### src/rtl/fetch_pkg.sv
// Shared state encodings and constants for the fetch stage.
package fetch_pkg;

  typedef enum logic [2:0] {
    FETCH_S_IDLE     = 3'd0,
    FETCH_S_IMEM_REQ = 3'd1,
    FETCH_S_DISPATCH = 3'd2,
    FETCH_S_RETIRE   = 3'd3,
    FETCH_S_FAULT    = 3'd4
  } fetch_state_e;

  localparam int unsigned PC_INCREMENT     = 4;
  localparam logic [31:0] DEFAULT_RESET_PC = 32'h0000_0000;

endpackage

### src/rtl/fetch_pc.sv
// PC register with branch/sequential next-PC select and alignment handling.
// FETCH_MISALIGN_TRAP_EN keeps a misaligned target and flags it; otherwise bits [1:0] are cleared.
module fetch_pc
  import fetch_pkg::*;
#(
  parameter int unsigned ADDR_WIDTH = 32,
  parameter int unsigned DATA_WIDTH = 32,
  parameter logic [ADDR_WIDTH-1:0] RESET_PC = ADDR_WIDTH'(DEFAULT_RESET_PC)
) (
  input  logic                  clk,
  input  logic                  rst,
  input  logic                  load,
  input  logic                  branch_flag,
  input  logic [DATA_WIDTH-1:0] new_pc,
  output logic [ADDR_WIDTH-1:0] pc,
  output logic                  misalign
);

  logic [ADDR_WIDTH-1:0] target;
  logic [ADDR_WIDTH-1:0] raw_next;
  logic [ADDR_WIDTH-1:0] next_pc;

  assign target   = ADDR_WIDTH'(new_pc);
  assign raw_next = branch_flag ? target : pc + ADDR_WIDTH'(PC_INCREMENT);

`ifdef FETCH_MISALIGN_TRAP_EN
  assign next_pc  = raw_next;
  assign misalign = |raw_next[1:0];
`else
  assign next_pc  = raw_next & ~ADDR_WIDTH'(3);
  assign misalign = 1'b0;
`endif

  always_ff @(posedge clk or negedge rst) begin
    if (!rst) begin
      pc <= RESET_PC;
    end else if (load) begin
      pc <= next_pc;
    end
  end

endmodule

### src/rtl/fetch.sv
// Single-issue instruction fetch: imem req/valid handshake, dispatch to decode, retire.
// FETCH_MISALIGN_TRAP_EN enables the sticky misaligned-target fault and S_FAULT.
//
// state            | meaning
// FETCH_S_IDLE     | waiting for halt low to start a fetch
// FETCH_S_IMEM_REQ | imem_req high at pc, waiting for imem_valid
// FETCH_S_DISPATCH | compute_req high, waiting for compute_valid
// FETCH_S_RETIRE   | waiting for compute_valid to drop
// FETCH_S_FAULT    | misaligned target trapped, held until reset
module fetch
  import fetch_pkg::*;
#(
  parameter int unsigned DATA_WIDTH = 32,
  parameter int unsigned ADDR_WIDTH = 32,
  parameter logic [ADDR_WIDTH-1:0] RESET_PC = ADDR_WIDTH'(DEFAULT_RESET_PC)
) (
  input  logic                  clk,
  input  logic                  rst,
  input  logic                  halt,
  output logic                  imem_req,
  output logic [ADDR_WIDTH-1:0] imem_addr,
  input  logic                  imem_valid,
  input  logic [DATA_WIDTH-1:0] imem_rdata,
  output logic [DATA_WIDTH-1:0] inst,
  output logic                  compute_req,
  input  logic                  compute_valid,
  input  logic                  branch_flag,
  input  logic [DATA_WIDTH-1:0] new_pc,
  output logic [ADDR_WIDTH-1:0] pc,
  output logic [31:0]           instret,
  output logic                  fetch_fault
);

  fetch_state_e state, state_next;
  logic         pc_load;
  logic         misalign;

  fetch_pc #(
    .ADDR_WIDTH(ADDR_WIDTH),
    .DATA_WIDTH(DATA_WIDTH),
    .RESET_PC  (RESET_PC)
  ) u_pc (
    .clk        (clk),
    .rst        (rst),
    .load       (pc_load),
    .branch_flag(branch_flag),
    .new_pc     (new_pc),
    .pc         (pc),
    .misalign   (misalign)
  );

  assign imem_addr = pc;

  always_ff @(posedge clk or negedge rst) begin
    if (!rst) begin
      state <= FETCH_S_IDLE;
    end else begin
      state <= state_next;
    end
  end

  always_comb begin
    state_next  = state;
    imem_req    = 1'b0;
    compute_req = 1'b0;
    pc_load     = 1'b0;
    case (state)
      FETCH_S_IDLE: begin
        if (!halt) state_next = FETCH_S_IMEM_REQ;
      end
      FETCH_S_IMEM_REQ: begin
        imem_req = 1'b1;
        if (imem_valid) state_next = FETCH_S_DISPATCH;
      end
      FETCH_S_DISPATCH: begin
        compute_req = 1'b1;
        if (compute_valid) begin
          pc_load    = 1'b1;
          state_next = misalign ? FETCH_S_FAULT : FETCH_S_RETIRE;
        end
      end
      // Holding here until compute_valid drops stops a stale valid retiring twice.
      FETCH_S_RETIRE: begin
        if (!compute_valid) state_next = FETCH_S_IDLE;
      end
      FETCH_S_FAULT: begin
        state_next = FETCH_S_FAULT;
      end
      default: state_next = FETCH_S_IDLE;
    endcase
  end

  always_ff @(posedge clk or negedge rst) begin
    if (!rst) begin
      inst    <= '0;
      instret <= '0;
    end else begin
      if (state == FETCH_S_IMEM_REQ && imem_valid) inst <= imem_rdata;
      if (pc_load) instret <= instret + 32'd1;
    end
  end

`ifdef FETCH_MISALIGN_TRAP_EN
  always_ff @(posedge clk or negedge rst) begin
    if (!rst) begin
      fetch_fault <= 1'b0;
    end else if (pc_load && misalign) begin
      fetch_fault <= 1'b1;
    end
  end
`else
  assign fetch_fault = 1'b0;
`endif

endmodule

### config.mk
export PLATFORM = sky130hd
export DESIGN_NAME = fetch
export DESIGN_NICKNAME = d
export VERILOG_FILES = /design/src/rtl/fetch_pkg.sv /design/src/rtl/fetch_pc.sv /design/src/rtl/fetch.sv
export SDC_FILE = /design/constraint.sdc
export NUM_CORES = 1
export LEC_CHECK = 0
export CAP_MARGIN = 20
export CORE_MARGIN = 1.5
export CORE_UTILIZATION = 48
export CTS_BUF_LIST = sky130_fd_sc_hd__clkbuf_4
export DETAILED_ROUTE_END_ITERATION = 6
export GPL_TIMING_DRIVEN = 0
export PLACE_DENSITY = 0.88
export RECOVER_POWER = 100
export SKIP_CTS_REPAIR_TIMING = 1
export SYNTH_ARGS = -nofsm -noshare
export SYNTH_HDL_FRONTEND = slang
export SYNTH_SLANG_ARGS = --single-unit
### constraint.sdc
create_clock -name clk -period 2.57 [get_ports clk]
set_input_delay 0.514 -clock clk [delete_from_list [all_inputs] [get_ports clk]]
set_output_delay 0.514 -clock clk [all_outputs]
set_load 0.1 [all_outputs]
==> Word level (Yosys, flattened, before mapping) <==
Index checks and enable logic that the tools add are counted.
{ "classes": {"n_addsub": 2, "n_eq_ne": 8, "muxes": 10, "n_reduce_logical": 3} }
{ "ops": {"columns": ["op", "count"], "rows": [
  ["$add A32 B1 Y32 const B", 1],
  ["$add A32 B3 Y32 const B", 1],
  ["$mux W32", 1],
  ["$pmux W3 S5", 1],
  ["$mux W3", 4],
  ["$ne A2 B2 Y1 const B", 4],
  ["$eq A3 B2 Y1 const B", 2],
  ["$mux W1", 4],
  ["$reduce_and A4 Y1", 1],
  ["$eq A3 B1 Y1 const B", 1],
  ["$eq A3 B3 Y1 const B", 1],
  ["$logic_not A3 Y1", 1],
  ["$logic_and A1 B1 Y1", 1]
]} }
{ "totals": {"reg_bits": 97, "input_bits": 70, "out_inout_bits": 131, "word_cells": 27} }

==> Logic depth before layout (Yosys ltp) <==
Gate-level depths: netlist of run 1.
{ "logic_depth": {"word_depth": 3, "depth_mapped": 7, "ltp_nobuf": 6} }

==> Modules after synthesis <==
A second synthesis of run 1 with hierarchy kept.
{ "hier_totals": {"cells_unflattened": 490, "hier_area_um2": 5111.2} }
{ "by_module_without_submodules": {"columns": ["mod", "instances", "cells_each", "area_per_inst_um2", "seq_area_each_um2"], "rows": [
  ["fetch", 1, 252, 3176.8, 1676.6],
  ["fetch_pc", 1, 238, 1934.4, 750.7]
]} }

==> Least setup slack after synthesis of run 1 <==
OpenSTA, ideal clock, no wires.
{ "synth_timing": {"kind": "reg-to-reg", "startpoint": "reg state[0]", "endpoint": "reg inst[10]", "setup_ns": 0.125, "arrival_ns": 3.713, "t_required_ns": 2.445, "slack_ns": -1.268, "stages_incl_launch_ff": 6, "n_path_buf": 2, "period_less_slack_ns": 3.838, "cell_sequence": "dfrtp_1 > nor3b_1 > and2_1 > clkbuf_1 > buf_4 > mux2_2"} }
{ "synth_between": {"elab_chain_cells": 2} }
{ "synth_lines": {"columns": ["element", "line", "text"], "rows": [
  ["start: declaration", "fetch.sv:34", "fetch_state_e state, state_next;"],
  ["start signal: assignment", "fetch.sv:58", "state <= state_next;"],
  ["$eq A3 B1 Y1", "fetch.sv:98", "if (state == FETCH_S_IMEM_REQ && imem_valid) inst <= imem_rdata;"],
  ["$logic_and A1 B1 Y1", "fetch.sv:98", null],
  ["end signal: assignment", "fetch.sv:98", null],
  ["end: declaration", "fetch.sv:24", "output logic [DATA_WIDTH-1:0] inst,"]
]} }
No other way between the ends.
A chain may end at the register's enable or synchronous reset.

==> Final worst setup path of run 1 <==
{ "layout_timing": {"startpoint": "reg instret[13]", "endpoint": "out instret[13]"} }
{ "layout_lines": {"columns": ["element", "line", "text"], "rows": [
  ["start: declaration", "fetch.sv:30", "output logic [31:0] instret,"],
  ["start signal: assignment", "fetch.sv:99", "if (pc_load) instret <= instret + 32'd1;"]
]} }
No word-level cell between the ends.

==> results of run 1 <==
cells by family after synthesis:
| kind of cell | Yosys count | synth area share [%] |
|---|---|---|
| flip-flops | 97 | 49.13 |
| XOR/XNOR | 31 | 5.495 |
| adder cells (fa/ha/maj) | 2 | 0.5064 |
| buffers and inverters | 68 | 8.356 |
| AND/OR/NAND/NOR | 155 | 17.88 |
| multiplexers | 33 | 7.495 |
| AO/OA/AOI/OAI | 87 | 11.07 |
| other | 1 | 0.07590 |
synth_stat cells, types with 11 or more instances:
library cell and instances:
sky130_fd_sc_hd__a21oi_1 29, sky130_fd_sc_hd__buf_4 39, sky130_fd_sc_hd__clkbuf_1 13, sky130_fd_sc_hd__dfrtp_1 97, sky130_fd_sc_hd__inv_1 11, sky130_fd_sc_hd__mux2_2 31
sky130_fd_sc_hd__nand2_1 32, sky130_fd_sc_hd__nand3_1 22, sky130_fd_sc_hd__nand4_1 16, sky130_fd_sc_hd__nor2_1 28, sky130_fd_sc_hd__nor3_1 11, sky130_fd_sc_hd__o21ai_0 22
sky130_fd_sc_hd__xnor2_1 17, sky130_fd_sc_hd__xor2_1 14
per-layer routing:
metal  GRT usage [%]  vias to the layer above  share of wire [%]
li1                -                     2080                  -
met1           32.19                     2137                 40
met2           43.98                      247                 48
met3           6.266                       33                8.8
met4           12.70                        0                2.7
met5               0                        -                  0
layout by cell type, fill, tap and decap left out, drive strengths merged, types with 4 or more instances in the layout:
| cell type | Yosys | final |
|---|---|---|
| dfrtp | 97 | 97 |
| o21ai | 22 | 22 |
| conb | 1 | 5 |
| clkinv | 1 | 6 |
| xnor2 | 17 | 17 |
| clkbuf | 14 | 115 |
| nor2 | 28 | 28 |
| a211oi | 4 | 4 |
| nor4 | 4 | 4 |
| nand3 | 23 | 23 |
| and4 | 10 | 10 |
| o22ai | 7 | 7 |
| mux2 | 32 | 32 |
| xor2 | 14 | 14 |
| a21oi | 29 | 29 |
| clkdlybuf4s50 | 0 | 97 |
| dlymetal6s2s | 0 | 4 |
| and3 | 9 | 9 |
| nand2 | 32 | 32 |
| nand4 | 19 | 19 |
| dlymetal6s4s | 0 | 6 |
| nor3 | 14 | 14 |
| buf | 42 | 36 |
| inv | 11 | 12 |
| nor3b | 4 | 4 |
final cells by class:
cell class | count | share of cell area [%]
tap | 133 | 2.516
timing repair buffer | 194 | 21.75
sequential | 97 | 36.69
multi-input combinational | 313 | 31.42
clock buffer | 9 | 1.021
clock inverter | 7 | 0.6998
inverter | 12 | 0.6809
buffer | 56 | 5.220
worst max path at each step:
stage | from | to | slack [ns] | depth (start not counted)
after floorplan | state[1] | u_pc.pc[28] | 0.05 | 6
after global placement | rst | inst[12] | -2.56 | 1
after detailed placement | compute_valid | u_pc.pc[20] | -0.02 | 6
after CTS | state[1] | compute_req | -0.36 | 2
after global routing | inst[16] | inst[16] | 0.007 | 1
final | instret[13] | instret[13] | 0.06 | 1
registers in the layout, indices dropped and copies added, names as in the netlist:
name,flops
inst,32
state,3
instret,32
u_pc.pc,30
through the flow:
step           worst slack (ns)  TNS (ns)
2_1_floorplan           0.04782         0
3_3_place_gp             -2.563   -247.91
3_5_place_dp           -0.01881  -0.01881
4_1_cts                 -0.3583    -9.814
5_1_grt                0.007183         0
6_report                0.05543         0
==> impl_metrics.env, run 1 <==
export IMPL_outcome="finished, final reports clean"
export IMPL_ys_async_sr_fraction_pct=100.0
export IMPL_clock_insertion_delay_worst_skew_ns=0.45
export IMPL_die_area_sq_mm=0.01091
export IMPL_critical_path_top_delay_family="buffers and inverters"
export IMPL_maxCapViolCount=0
export IMPL_max_clock_freq_ghz=0.3977
export IMPL_finalWorstPathRequiredPeriod_ns=2.515
export IMPL_final_seq_area_sq_mm=0.002427
export IMPL_drt_wl_total_mm=14.40
export IMPL_htreeDepth=3
export IMPL_grt_max_degree=76
export IMPL_grt_antenna_before_repair=0
export IMPL_grt_total_usage_pct=26.41
export IMPL_multiInputGateArea_sq_mm=0.002078
export IMPL_cts_tree="done"
export IMPL_io_pin_count=201
export IMPL_period_share_pct=97.84
export IMPL_postSynthRegisterBits=97
export IMPL_min_delay_path_depth=1
export IMPL_max_slew_worst_pin_slew_ns=1.325
export IMPL_antennaDiodeCount=0
export IMPL_drt_pre_antenna_iters=5
export IMPL_fin_util_pct=67.06
export IMPL_hold_worst_slack_ns=0.4996
export IMPL_slowest_stage="sky130_fd_sc_hd__clkdlybuf4s50_1"
export IMPL_max_slew_violation_total_from_the_final_report=0
export IMPL_routed_wire_length_per_instance_um=17.54
export IMPL_cts_clk_slew_worst_paths_ns=0.16
export IMPL_grt_setup_unrepaired="false"
export IMPL_clock_skew_final_ns=0.02237
export IMPL_setup_viol_count_final=0
export IMPL_layout_filler_cells=831
export IMPL_clock_sinks=97
export IMPL_drt_iter0_drc=231
export IMPL_final_hold_viol_count=0
export IMPL_die_h_um=104.5
export IMPL_via_count_of_the_first_global_routing_pass=4502
export IMPL_dominantRegCellSynth="sky130_fd_sc_hd__dfrtp_1"
export IMPL_post_synth_cell_area_avg_sq_um=10.42
export IMPL_worstPathMaxFanout=3
export IMPL_synthDistinctLibCells=56
export IMPL_hold_crit_class="reg2reg"
export IMPL_postSynthCellCount=474
export IMPL_detailedPlacementHpwl_mm=10.73
export IMPL_synth_top_cell_area_share_pct=49.13
export IMPL_ys_seq_area_share_pct=49.13
export IMPL_drc=0
export IMPL_stdcell_area_sq_mm=0.006615
export IMPL_global_route_overflow_total=0
export IMPL_ant_nets=0
export IMPL_grt_first_pass_wirelength_mm=22.80
export IMPL_hold_path_end="instret[13]"
export IMPL_min_delay_start="instret[13]"
export IMPL_place_port_buffers=192
export IMPL_viasPerCell=5.477
export IMPL_start_kind="flop"
export IMPL_core_rowCount=36
export IMPL_area_delta_synth_final_pct=33.88
export IMPL_floorplan_initialDensity_pct=50.09
export IMPL_crit_chain="clkdlybuf4s50_1"
export IMPL_placement_cell_area_sq_mm=0.007087
export IMPL_timing_rr_start="state[0]"
export IMPL_synth_yosys_warnings=0
export IMPL_buffer_levels_on_the_longest_clock_path=2
export IMPL_cts_root_buffer="sky130_fd_sc_hd__clkbuf_4"
export IMPL_setup_worst_path_end_class="output port"
export IMPL_setup_reg_to_reg_worst_slack_ns=0.19
export IMPL_type_of_the_setup_path_with_the_least_slack="reg2out"
export IMPL_ys_top_cells_by_area="sky130_fd_sc_hd__dfrtp_1 49%, sky130_fd_sc_hd__mux2_2 7.1%, sky130_fd_sc_hd__buf_4 5.9%"
export IMPL_cp_required_ns=2.06
export IMPL_finalNetCount=755
export IMPL_slew_headroom_pct=11.66
export IMPL_fp_dieW_um=104.5
export IMPL_post_syn_area_sq_mm=0.004941
export IMPL_routabilityCongestion=0.8738
export IMPL_final_cells=821
export IMPL_synth_largest_area_cell="sky130_fd_sc_hd__dfrtp_1"
export IMPL_worst_path_largest_cell_delay_ns=1.14
export IMPL_crit_buf_inv=1
export IMPL_tritoncts_num_buffers=9
export IMPL_core_area_sq_mm=0.009864
export IMPL_placed_cells=804
export IMPL_post_route_cells_drive_above_1_share_pct=13.52
export IMPL_critical_path_arrival_ns=2.00
export IMPL_r2r_end="u_pc.pc[20]"
export IMPL_number_of_enable_flip_flop_cells_after_synthesis=0
export IMPL_vias=4497
export IMPL_worstRegToRegCells=5
Power of run 1 is not shown: default switching activity piles up to over one toggle a cycle in this logic, so the estimate is an artifact.
==> inputs of run 2 (changes only) <==
--- a/config.mk
+++ b/config.mk
@@ -14,6 +14,7 @@
 export PLACE_DENSITY = 0.88
 export RECOVER_POWER = 100
 export SKIP_CTS_REPAIR_TIMING = 1
+export SKIP_LAST_GASP = 1
 export SYNTH_ARGS = -nofsm -noshare
 export SYNTH_HDL_FRONTEND = slang
 export SYNTH_SLANG_ARGS = --single-unit
==> run 2 against run 1 <==
Effect of this change: maximum frequency is 0.90% lower; setup slack worse by 0.023 ns; critical path depth is 1 higher; clock skew is 0.0015 ns lower; sequential share of layout area is 4.0 points lower; via count is 0.42% lower; flip-flop and latch count stayed put; die area stayed put; worst hold slack hardly changed; clock-buffer cell count stayed put; global-route usage stayed put; highest routed layer unchanged; cell count stayed put.
==> impl_metrics.env, run 2 (same netlist as run 1, synthesis figures left out) <==
export IMPL_final_hold_viol_count=0
export IMPL_placed_cells=804
export IMPL_final_cell_mix="97 x sky130_fd_sc_hd__clkdlybuf4s50_1, 97 x sky130_fd_sc_hd__dfrtp_1, 93 x sky130_fd_sc_hd__dlymetal6s2s_1"
export IMPL_setup_viol_count_final=0
export IMPL_area_delta_synth_final_pct=50.06
export IMPL_cts_clk_slew_worst_paths_ns=0.16
export IMPL_fp_dieW_um=104.5
export IMPL_hold_worst_slack_ns=0.4996
export IMPL_die_area_sq_mm=0.01091
export IMPL_outcome="finished, final reports clean"
export IMPL_core_area_sq_mm=0.009864
export IMPL_max_slew_worst_pin_slew_ns=1.319
export IMPL_type_of_the_setup_path_with_the_least_slack="reg2out"
export IMPL_cts_tree="done"
export IMPL_grt_first_pass_wirelength_mm=22.80
export IMPL_drt_pre_antenna_iters=4
export IMPL_grt_antenna_before_repair=0
export IMPL_grt_total_usage_pct=26.41
export IMPL_place_port_buffers=192
export IMPL_ant_nets=0
export IMPL_grt_setup_unrepaired="true"
export IMPL_floorplan_initialDensity_pct=50.09
export IMPL_biggestRegsByFlops="inst: 32 flops, instret: 32 flops, u_pc.pc: 30 flops"
export IMPL_tritoncts_num_buffers=9
export IMPL_cts_root_buffer="sky130_fd_sc_hd__clkbuf_4"
export IMPL_cp_required_ns=2.06
export IMPL_drt_iter0_drc=247
export IMPL_maxCapViolCount=0
export IMPL_grt_max_degree=76
export IMPL_critical_path_arrival_ns=2.02
export IMPL_global_route_overflow_total=0
export IMPL_max_clock_freq_ghz=0.3941
export IMPL_htreeDepth=3
export IMPL_routabilityCongestion=0.8738
export IMPL_die_h_um=104.5
export IMPL_io_pin_count=201
export IMPL_clock_sinks=97
export IMPL_hold_crit_class="reg2reg"
export IMPL_finalWorstPathRequiredPeriod_ns=2.537
export IMPL_routed_wire_length_per_instance_um=17.44
export IMPL_drt_wl_total_mm=14.32
export IMPL_slew_headroom_pct=12.08
export IMPL_start_kind="flop"
export IMPL_via_count_of_the_first_global_routing_pass=4502
export IMPL_vias=4478
export IMPL_worstPathMaxFanout=8
export IMPL_setup_worst_path_end_class="output port"
export IMPL_antennaDiodeCount=0
export IMPL_buffer_levels_on_the_longest_clock_path=2
export IMPL_post_route_cells_drive_above_1_share_pct=15.26
export IMPL_finalNetCount=755
export IMPL_detailedPlacementHpwl_mm=10.73
export IMPL_viasPerCell=5.454
export IMPL_fin_util_pct=75.16
export IMPL_clock_insertion_delay_worst_skew_ns=0.45
export IMPL_clock_skew_final_ns=0.02091
export IMPL_max_slew_violation_total_from_the_final_report=0
export IMPL_core_rowCount=36
export IMPL_drc=0
export IMPL_final_cells=821
export IMPL_period_share_pct=98.73
-- run 2: cell count changes in the layout (fill, tap and decap cells not counted), sizes merged --
| cell | change |
|---|---|
| clkbuf | -89 |
| dlymetal6s4s | -6 |
| buf | +6 |
| dlymetal6s2s | +89 |
-- run 2: path summary, 6_finish.rpt --
kind	cells past startpoint	from	slack, ns	end
setup / recovery	2	state[1]	0.03	compute_req
setup reg to reg	5	state[2]	0.19	u_pc.pc[20]
hold reg to reg	1	instret[13]	0.50	instret[13]
min in group asynchronous	2	rst	0.87	u_pc.pc[9]
hold / removal	1	instret[13]	0.50	instret[13]
max in group asynchronous	3	rst	0.41	state[1]
-- run 2: critical path: stages (launching register included) --
cell                             delay (ns)
sky130_fd_sc_hd__dfrtp_1               0.53
sky130_fd_sc_hd__nor3b_4               0.26
sky130_fd_sc_hd__dlymetal6s2s_1        0.79
-- run 2: metrics by stage --
stage                     setup TNS, ns  setup WS, ns  instance area (sq um)
after floorplan                       0       0.04782                   4974
after global placement          -247.91        -2.563                   7062
after detailed placement       -0.01881      -0.01881                   7087
after CTS                        -9.814       -0.3583                   7201
after global routing           -0.05769      -0.05769                   7415
final                                 0       0.03253                   7415
-- run 2: area by class of cell --
cell class              count  area [sq um]
multi-input cells         313          2133
plain buffers              56         364.1
clock buffers               9         67.56
repair buffers            194          2165
inverters                  12         45.04
clock inverters             7         46.29
flip-flops and latches     97          2427
well taps                 133         166.4
fillers                   644          2450
-- run 2: routing by layer --
layer / wire length, um / vias to the layer above / GRT usage, %
met5: 0 / - / 0
met4: 356 / 0 / 12.70
met3: 1281 / 28 / 6.266
met2: 7041 / 243 / 43.98
met1: 5643 / 2125 / 32.19
li1: - / 2082 / -
Power of run 2 is left out for the same reason.
